$ cat config.mk
export PLATFORM = sky130hd
export DESIGN_NAME = multicycle_ctrl
export DESIGN_NICKNAME = d
export VERILOG_FILES = /design/src/rtl/multicycle_ctrl_pkg.sv /design/src/rtl/multicycle_ctrl_cond_check.sv /design/src/rtl/multicycle_ctrl.sv
export SDC_FILE = /design/constraint.sdc
export NUM_CORES = 1
export LEC_CHECK = 0
export CAP_MARGIN = 0
export CORE_ASPECT_RATIO = 0.8
export CORE_MARGIN = 10
export CORE_UTILIZATION = 37
export DETAILED_ROUTE_END_ITERATION = 10
export HOLD_SLACK_MARGIN = 0.05
export PLACE_DENSITY = 0.77
export SETUP_SLACK_MARGIN = 0.05
export SLEW_MARGIN = 30
export SYNTH_ARGS = -nofsm -noshare
export SYNTH_HDL_FRONTEND = slang
export SYNTH_SLANG_ARGS = --single-unit
$ cat constraint.sdc
create_clock -name clk -period 2.7 [get_ports clk]
set_clock_uncertainty 0.1 [all_clocks]
set_input_delay 0.81 -clock clk [delete_from_list [all_inputs] [get_ports clk]]
set_output_delay 0.81 -clock clk [all_outputs]
set_load 0.1 [all_outputs]
$ cat src/rtl/multicycle_ctrl_pkg.sv
// Shared types and encodings for the multicycle ARM-subset controller.
package ctrl_pkg;

    typedef enum logic [3:0] {
        FETCH, DECODE, MEMADR, MEMRD, MEMWB, MEMWR, EXECR, EXECI, ALUWB, BRANCH
    } state_t;

    // ALUControl codes (low three bits; wider ALUControl is zero-extended)
    localparam logic [2:0] ALU_ADD = 3'b000;
    localparam logic [2:0] ALU_SUB = 3'b001;
    localparam logic [2:0] ALU_AND = 3'b010;
    localparam logic [2:0] ALU_ORR = 3'b011;
    localparam logic [2:0] ALU_EOR = 3'b100;
    localparam logic [2:0] ALU_SHF = 3'b101;

    // DP command field Funct[4:1]
    localparam logic [3:0] CMD_AND = 4'b0000;
    localparam logic [3:0] CMD_EOR = 4'b0001;
    localparam logic [3:0] CMD_SUB = 4'b0010;
    localparam logic [3:0] CMD_ADD = 4'b0100;
    localparam logic [3:0] CMD_CMP = 4'b1010;
    localparam logic [3:0] CMD_ORR = 4'b1100;
    localparam logic [3:0] CMD_MOV = 4'b1101;

    // Condition codes
    localparam logic [3:0] COND_EQ = 4'b0000;
    localparam logic [3:0] COND_NE = 4'b0001;
    localparam logic [3:0] COND_CS = 4'b0010;
    localparam logic [3:0] COND_CC = 4'b0011;
    localparam logic [3:0] COND_MI = 4'b0100;
    localparam logic [3:0] COND_PL = 4'b0101;
    localparam logic [3:0] COND_VS = 4'b0110;
    localparam logic [3:0] COND_VC = 4'b0111;
    localparam logic [3:0] COND_HI = 4'b1000;
    localparam logic [3:0] COND_LS = 4'b1001;
    localparam logic [3:0] COND_GE = 4'b1010;
    localparam logic [3:0] COND_LT = 4'b1011;
    localparam logic [3:0] COND_GT = 4'b1100;
    localparam logic [3:0] COND_LE = 4'b1101;
    localparam logic [3:0] COND_AL = 4'b1110;

    // ImmSrc / ResultSrc encodings
    localparam logic [1:0] IMM_DP  = 2'b00;
    localparam logic [1:0] IMM_MEM = 2'b01;
    localparam logic [1:0] IMM_BR  = 2'b10;

    localparam logic [1:0] RES_ALUOUT = 2'b00;
    localparam logic [1:0] RES_DATA   = 2'b01;
    localparam logic [1:0] RES_ALURES = 2'b10;

    typedef struct packed {
        logic [2:0] op;
        logic       shift;    // route shifter result
        logic       nowrite;  // compare: flags only
        logic       arith;    // C,V are meaningful
        logic       legal;
    } aludec_t;

    function automatic aludec_t alu_decode(input logic [3:0] cmd);
        aludec_t d;
        d       = '0;
        d.op    = ALU_ADD;
        d.legal = 1'b1;
        case (cmd)
            CMD_ADD: begin d.op = ALU_ADD; d.arith = 1'b1; end
            CMD_SUB: begin d.op = ALU_SUB; d.arith = 1'b1; end
            CMD_CMP: begin d.op = ALU_SUB; d.arith = 1'b1; d.nowrite = 1'b1; end
            CMD_AND: d.op = ALU_AND;
            CMD_ORR: d.op = ALU_ORR;
            CMD_EOR: d.op = ALU_EOR;
            CMD_MOV: begin d.op = ALU_SHF; d.shift = 1'b1; end
            default: d.legal = 1'b0;
        endcase
        return d;
    endfunction

    function automatic logic [1:0] imm_for(input logic [1:0] op);
        case (op)
            2'b01:   return IMM_MEM;
            2'b10:   return IMM_BR;
            default: return IMM_DP;
        endcase
    endfunction

endpackage

$ cat src/rtl/multicycle_ctrl_cond_check.sv
// Condition evaluation against registered NZCV; 1111 never executes.
module cond_check
    import ctrl_pkg::*;
(
    input  logic [3:0] Cond,
    input  logic [3:0] Flags,
    output logic       CondEx
);

    logic n, z, c, v;
    assign {n, z, c, v} = Flags;

    // ARM condition table
    always_comb begin
        CondEx = 1'b0;
        case (Cond)
            COND_EQ: CondEx = z;
            COND_NE: CondEx = ~z;
            COND_CS: CondEx = c;
            COND_CC: CondEx = ~c;
            COND_MI: CondEx = n;
            COND_PL: CondEx = ~n;
            COND_VS: CondEx = v;
            COND_VC: CondEx = ~v;
            COND_HI: CondEx = c & ~z;
            COND_LS: CondEx = ~c | z;
            COND_GE: CondEx = (n == v);
            COND_LT: CondEx = (n != v);
            COND_GT: CondEx = ~z & (n == v);
            COND_LE: CondEx = z | (n != v);
            COND_AL: CondEx = 1'b1;
            default: CondEx = 1'b0;
        endcase
    end

endmodule

$ cat src/rtl/multicycle_ctrl.sv
// Multicycle controller: FSM, memory wait counter and NZCV flags register.
module multicycle_ctrl
    import ctrl_pkg::*;
#(
    parameter int MEM_LAT = 1,
    parameter int ALUW    = 3
) (
    input  logic            clk,
    input  logic            reset,
    input  logic [3:0]      Cond,
    input  logic [1:0]      Op,
    input  logic [5:0]      Funct,
    input  logic [3:0]      Rd,
    input  logic [3:0]      ALUFlags,
    output logic            PCWrite,
    output logic            IRWrite,
    output logic            RegW,
    output logic            MemW,
    output logic            AdrSrc,
    output logic            ALUSrcA,
    output logic [1:0]      ALUSrcB,
    output logic [1:0]      ResultSrc,
    output logic [1:0]      ImmSrc,
    output logic [1:0]      RegSrc,
    output logic [ALUW-1:0] ALUControl,
    output logic            Shift,
    output logic            Illegal,
    output logic [3:0]      Flags
);

    localparam int CW = (MEM_LAT > 1) ? $clog2(MEM_LAT) : 1;

    state_t        state, state_nx;
    logic [CW-1:0] cnt;
    logic [3:0]    flags_q;
    logic          cond_ex;
    aludec_t       dec;
    logic          wait_st, cnt_last, bad_instr, is_exec, rd_pc;

    assign dec       = alu_decode(Funct[4:1]);
    assign wait_st   = (state == FETCH) || (state == MEMRD);
    assign cnt_last  = (cnt == CW'(MEM_LAT - 1));
    assign bad_instr = (Op == 2'b11) || (Op == 2'b00 && !dec.legal);
    assign is_exec   = (state == EXECR) || (state == EXECI);
    assign rd_pc     = (Rd == 4'hF);
    assign Flags     = flags_q;

    cond_check u_cond (
        .Cond   (Cond),
        .Flags  (flags_q),
        .CondEx (cond_ex)
    );

    // state register
    always_ff @(posedge clk) begin
        if (reset) state <= FETCH;
        else       state <= state_nx;
    end

    // wait counter: counts cycles spent in a memory-occupying state
    always_ff @(posedge clk) begin
        if (reset || !wait_st || cnt_last) cnt <= '0;
        else                               cnt <= cnt + CW'(1);
    end

    // flags register: N,Z from any S-suffixed DP op, C,V only from arithmetic
    always_ff @(posedge clk) begin
        if (reset) begin
            flags_q <= 4'b0000;
        end else if (is_exec && Funct[0] && dec.legal) begin
            flags_q[3:2] <= ALUFlags[3:2];
            if (dec.arith) flags_q[1:0] <= ALUFlags[1:0];
        end
    end

    // next-state logic
    always_comb begin
        state_nx = state;
        case (state)
            FETCH:  if (cnt_last) state_nx = DECODE;
            DECODE: begin
                if (!cond_ex || bad_instr) state_nx = FETCH;
                else if (Op == 2'b00)      state_nx = Funct[5] ? EXECI : EXECR;
                else if (Op == 2'b01)      state_nx = MEMADR;
                else                       state_nx = BRANCH;
            end
            MEMADR: state_nx = Funct[0] ? MEMRD : MEMWR;
            MEMRD:  if (cnt_last) state_nx = MEMWB;
            MEMWB:  state_nx = FETCH;
            MEMWR:  state_nx = FETCH;
            EXECR:  state_nx = ALUWB;
            EXECI:  state_nx = ALUWB;
            ALUWB:  state_nx = FETCH;
            BRANCH: state_nx = FETCH;
            default: state_nx = FETCH;
        endcase
    end

    // output decode; write enables are suppressed while reset is high
    always_comb begin
        PCWrite    = 1'b0;
        IRWrite    = 1'b0;
        RegW       = 1'b0;
        MemW       = 1'b0;
        AdrSrc     = 1'b0;
        ALUSrcA    = 1'b0;
        ALUSrcB    = 2'b00;
        ResultSrc  = RES_ALUOUT;
        ImmSrc     = IMM_DP;
        RegSrc     = 2'b00;
        ALUControl = ALUW'(ALU_ADD);
        Shift      = 1'b0;
        Illegal    = 1'b0;
        case (state)
            FETCH: begin
                ALUSrcA   = 1'b1;
                ALUSrcB   = 2'b10;
                ResultSrc = RES_ALURES;
                IRWrite   = cnt_last;
                PCWrite   = cnt_last;
            end
            DECODE: begin
                ALUSrcA = 1'b1;
                ALUSrcB = 2'b10;
                ImmSrc  = imm_for(Op);
                RegSrc  = {(Op == 2'b01) && !Funct[0], Op == 2'b10};
                Illegal = cond_ex && bad_instr;
            end
            MEMADR: begin
                ALUSrcB = 2'b01;
                ImmSrc  = IMM_MEM;
            end
            MEMRD:  AdrSrc = 1'b1;
            MEMWB: begin
                ResultSrc = RES_DATA;
                RegW      = !rd_pc;
                PCWrite   = rd_pc;
            end
            MEMWR: begin
                AdrSrc = 1'b1;
                MemW   = 1'b1;
                RegSrc = 2'b10;
            end
            EXECR: begin
                ALUControl = ALUW'(dec.op);
                Shift      = dec.shift;
            end
            EXECI: begin
                ALUSrcB    = 2'b01;
                ALUControl = ALUW'(dec.op);
                Shift      = dec.shift;
            end
            ALUWB: begin
                ResultSrc = RES_ALUOUT;
                RegW      = !dec.nowrite && !rd_pc;
                PCWrite   = !dec.nowrite && rd_pc;
            end
            BRANCH: begin
                ALUSrcB   = 2'b01;
                ResultSrc = RES_ALURES;
                PCWrite   = 1'b1;
                ImmSrc    = IMM_BR;
                RegSrc    = 2'b01;
            end
            default: ;
        endcase
        if (reset) begin
            PCWrite = 1'b0;
            IRWrite = 1'b0;
            RegW    = 1'b0;
            MemW    = 1'b0;
            Illegal = 1'b0;
        end
    end

endmodule

=== After elaboration in Yosys (flattened, before gate mapping) ===
Cells that the tools add are included.
Widths: inputs -> output; s select.

* Bits in registers: 9
* Output and inout port bits: 23
* Logic and storage cells: 117

* Add/subtract/negate cells: 1
* Equality and inequality tests: 37
* Muxes and demuxes: 33
* Bitwise logic cells: 9
* Reduce and logical (&&, ||, !) cells: 33

{| class="wikitable"
|+ Operators with widths
! operator !! number
|-
| $eq 4x4->1 const B || 13
|-
| $eq 4x3->1 const B || 9
|-
| $eq 4x2->1 const B || 5
|-
| $mux 4 || 5
|-
| $pmux 4 s5 || 1
|-
| $mux 1 || 16
|-
| $pmux 1 s15 || 1
|-
| $pmux 3 s5 || 1
|-
| $eq 4x1->1 const B || 3
|-
| $logic_not 4->1 || 3
|-
| $pmux 2 s2 || 3
|-
| $pmux 2 s3 || 2
|-
| $reduce_or 2->1 || 5
|-
| $logic_and 1x1->1 || 7
|-
| $reduce_or 7->1 || 1
|-
| $logic_not 1->1 || 6
|-
| $logic_or 1x1->1 || 6
|-
| $mux 3 || 2
|-
| $reduce_or 3->1 || 2
|-
| $not 1->1 || 5
|-
| $eq 2x2->1 const B || 2
|-
| $ne 2x2->1 const B || 2
|-
| $pmux 1 s4 || 1
|-
| $reduce_and 2->1 || 2
|-
| 8 further kinds || 10
|}

=== Depth between registers and ports, before layout ===
* Word-level depth: 9
* Mapped depth: 7
* Gate-level depth less buffers: 6

=== By module ===
Synthesis repeated with hierarchy kept, for this count alone.

* Cell total of the unflattened synthesis: 147
* Area, all modules: 1,004.7 µm²

{| class="wikitable"
|+ Modules (own cells, without submodules)
! module !! times used !! cells each !! area each (µm²)
|-
| multicycle_ctrl || 1 || 119 || 810.8
|-
| cond_check || 1 || 28 || 193.9
|}

=== Least setup slack after synthesis ===
OpenSTA, ideal clock, no wires.

* Path kind: input port to output port
* From: input port Op[1]
* To: output port ImmSrc[1]
* Data arrival time: 4.300 ns
* Path slack: -2.510 ns
* Cell stages on the path: 3
* Buffers on the path: 1
* Path through: clkbuf_1 -> a21oi_1 -> nor4b_1

* Word-level cells in the longest chain between the ends: 3
* Elaborated cells between the ends (all ways): 4
* Classes of those cells: 2 x eq/ne; 2 x mux

{| class="wikitable"
|+ RTL lines
! what !! line !! RTL
|-
| from (decl) || multicycle_ctrl.sv:11 || <nowiki>input logic [1:0] Op,</nowiki>
|-
| $eq 2x2->1 or $eq 2x1->1 (tied branches) || multicycle_ctrl_pkg.sv:78 || <nowiki>case (op)</nowiki>
|-
| $pmux 2 s2 * || multicycle_ctrl_pkg.sv:78 ||
|-
| $pmux 2 s3 * || multicycle_ctrl.sv:114 || <nowiki>case (state)</nowiki>
|-
| to (decl) || multicycle_ctrl.sv:23 || <nowiki>output logic [1:0] ImmSrc,</nowiki>
|}

Mark *: on every way between the ends. The rest lies on a longest branch, timed or not.

=== Worst setup path after layout ===
* From: input port Cond[2]
* To: output port Illegal

* Word-level cells in the longest chain between the ends: 5
* Elaborated cells between the ends (all ways): 19
* Classes of those cells: 14 x eq/ne; 3 x mux; 2 x reduce/logical

{| class="wikitable"
|+ RTL lines
! what !! line !! RTL
|-
| from (decl) || multicycle_ctrl.sv:10 || <nowiki>input logic [3:0] Cond,</nowiki>
|-
| $eq 4x4->1 (tied with other cells) || multicycle_ctrl_cond_check.sv:16 || <nowiki>case (Cond)</nowiki>
|-
| $pmux 1 s15 * || multicycle_ctrl_cond_check.sv:16 ||
|-
| $logic_and 1x1->1 * || multicycle_ctrl.sv:127 || <nowiki>Illegal = cond_ex && bad_instr;</nowiki>
|-
| $mux 1 * || multicycle_ctrl.sv:114 ||
|-
| $mux 1 * || multicycle_ctrl.sv:167 || <nowiki>if (reset) begin</nowiki>
|-
| to (decl) || multicycle_ctrl.sv:27 || <nowiki>output logic Illegal,</nowiki>
|}

Marked as above.

==> results.md <==
* Number of synthesized register bits at 9
* Mapped Avg Cell Area at 7.23 um2
* CTS buffer count at 3
* Fmax achieved at 311 MHz
* CTS Root Cell: clkbuf_4
* Rows at 16
* Post-synth EDFFs at 0
* Initial core utilization at 0.388
* Crit path to: Illegal
* Syn_nets at 153
* Worst path slowest cell: or3b_1
* Violated checks: setup timing
* Worst r2r src: state[3]
* Hold Vio Cnt, Final at 0
* Post-route setup TNS at -0.792 ns
* Initial DRT Pass Iterations at 4
* # setup viols final at 3
* Total power at 600 uW
* Worst stage delay on the critical path at 0.38 ns
* Critical path depth at 8
* Final Cell Area at 2290 um2
* Clk Latency, worst-skew pair at 0.28 ns
* Wire per inst at 23.4 um
* PwrDens at 262 nW/um2
* Die Area at 5000 um2
* GRT Total Usage at 0.211
* Main synth FF type: dfxtp_1
* Net count reported at finish at 230
* Critical Path Sink Type: output port
* Max-cap violations at 0
* CTS sink cnt at 9
* Total leakage power at 0.896 nW
* Top Ports at 45
* Placed Instance Area at 2060 um2
* Worst-path clk slew at 0.08 ns
* Htree depth at 1
* Final worst setup slack at -0.513 ns
* Final Util at 0.936
* Clock Tree Buf Depth at 2
* Max VDD drop at 0.156 mV
* Critical path data required time at 1.79 ns
* Min cycle time layout at 3.21 ns
* CP startpoint kind: primary input
* Vias at 1461
* Core area at 2440 um2
* Antenna violation net count after detailed routing at 0
* Placer Congestion at 0.913
* Commonest non-fill, non-tap cell in the layout: buf_4
* Status: finished, violations left
* Crit path from: Cond[2]
* Register area share after synthesis at 0.190
* Via density at 6.01
* Most frequent cells in the layout: buf_4, buf_12, buf_6
* Syn Inst Count at 131
* RSZ-0062 raised after global routing: true
* Final HPWL DP at 3.42 mm
* Drt initial violations at 186
* R2r setup slk at 0.62 ns
* Mapped Area at 947 um2
* WS Path Type: primary input to output port
* CP max FO at 2
* Share of synthesized registers carrying an async set or reset at 0
* Reg2reg end: Flags[0]
* Fillers at 76
* Die Y at 65.3 um
* DRC viols at 0
* Grt ovf at 0
* Worst EP arrival at 2.30 ns
* Area Growth Syn to Fin at 141%
* Final hold slack at 0.542 ns
* Number of global-route vias before repair at 1607
* Crit-path leading delay family: compound AO/OA/AOI/OAI gates
* Period utilisation layout at 1.19
* Number of diodes at 0
* Worst r2r path cells at 6
* Port buffer count at 44
* CTS tree: built
* Worst Hold Class: register to register
* Synth unique cells at 41
* First-pass GRT wire length at 8.57 mm
* Synth Warn # at 0
* Hold-fix buffers, CTS at 0
* Buf+Inv Stages, Crit Path at 2
* WL final at 5.69 mm
* Initial antenna violation count at 0
* Die Width at 76.6 um
* Slew Limit Fails at 0
* CP Cell Sequence: buf_6 > or3b_1 > a21oi_2 > a31oi_4 > o2111a_2 > a211oi_4 > nor3_4 > buf_12
* Largest net degree at the start of global routing at 13
* Share of cells above drive strength 1 at 0.604
Yosys cell counts (2+ instances only):
cell,count,area (um2)
nor4b_1,3,26.3
a31oi_1,3,18.8
a211oi_1,2,15.0
nand3b_1,2,15.0
a21oi_1,9,45.0
mux2i_1,7,70.1
nor2b_1,5,31.3
o21ai_0,3,15.0
xor2_1,3,26.3
nand2_1,9,33.8
nand2b_1,8,50.1
o32ai_1,3,26.3
inv_1,3,11.3
nor2_1,13,48.8
and2b_1,2,15.0
dfxtp_1,9,180
nor4_1,3,18.8
clkbuf_1,7,26.3
xnor2_1,2,17.5
buf_1,2,7.51
nor3_1,13,65.1
worst reg2reg max path: stages (launching register included):
cell and delay [ns]:
dfxtp_1 0.41, nor2b_2 0.25, nand2_2 0.21, nor4b_1 0.47, buf_4 0.20, mux2i_1 0.26
nor2_1 0.07
report_power, final:
group	internal [mW]	switching (mW)	total (mW)	leakage (nW)
clock	0.0551	0.0666	0.122	0.0177
sequential	0.136	0.00676	0.142	0.0763
combinational	0.145	0.191	0.336	0.802
area by class of cell:
type | count | area (um2) | area share
flip-flops and latches | 9 | 190 | 0.0832
clock inverters | 1 | 5.00 | 0.00219
multi-input cells | 109 | 1040 | 0.454
repair buffers | 82 | 971 | 0.425
well taps | 36 | 45.0 | 0.0197
inverters | 3 | 15.0 | 0.00656
clock buffers | 3 | 22.5 | 0.00985
per-layer routing:
layer	global-route usage	routed length, um
met5	0	0
met4	0.116	273
met3	0.0435	399
met2	0.408	3010
met1	0.210	2010
sequential cells by signal, summed over array words and instances (netlist names):
register	count
state	4
cnt	1
Flags	4
metrics by stage:
stage	worst slack (ns)	std cells
2_1_floorplan	-0.750	131
3_3_place_gp	-0.789	231
3_5_place_dp	-0.847	231
4_1_cts	-0.474	244
5_1_grt	-0.551	243
6_report	-0.513	243
cells by family after synthesis:
group | Yosys count | synth area share
and+or+nand+nor | 66 | 0.395
AOI/OAI and AO/OA | 30 | 0.238
buffers and inverters | 13 | 0.0528
DFF | 9 | 0.190
muxes | 7 | 0.0740
xor gates and xnor gates | 5 | 0.0462
other | 1 | 0.00396
timing repair:
| action | CTS | global route |
|---|---|---|
| setup endpoints to repair | 14 | 11 |
| buffers inserted | 9 | 0 |
| resized for setup | 83 | 11 |
| pin swaps | 25 | 11 |
how the worst min path moves through the flow:
stage / from / to / slack, ns / depth (start not counted)
final: Flags[3] / Flags[3] / 0.54 / 2
after global routing: Flags[3] / Flags[3] / 0.58 / 2
after CTS: Flags[0] / Flags[0] / 0.49 / 2
after detailed placement: Flags[3] / Flags[3] / 0.47 / 2
after global placement: Flags[0] / Flags[0] / 0.46 / 2
after floorplan: cnt / state[0] / 0.52 / 3
No activity file was read; power rests on OpenSTA's default activity.
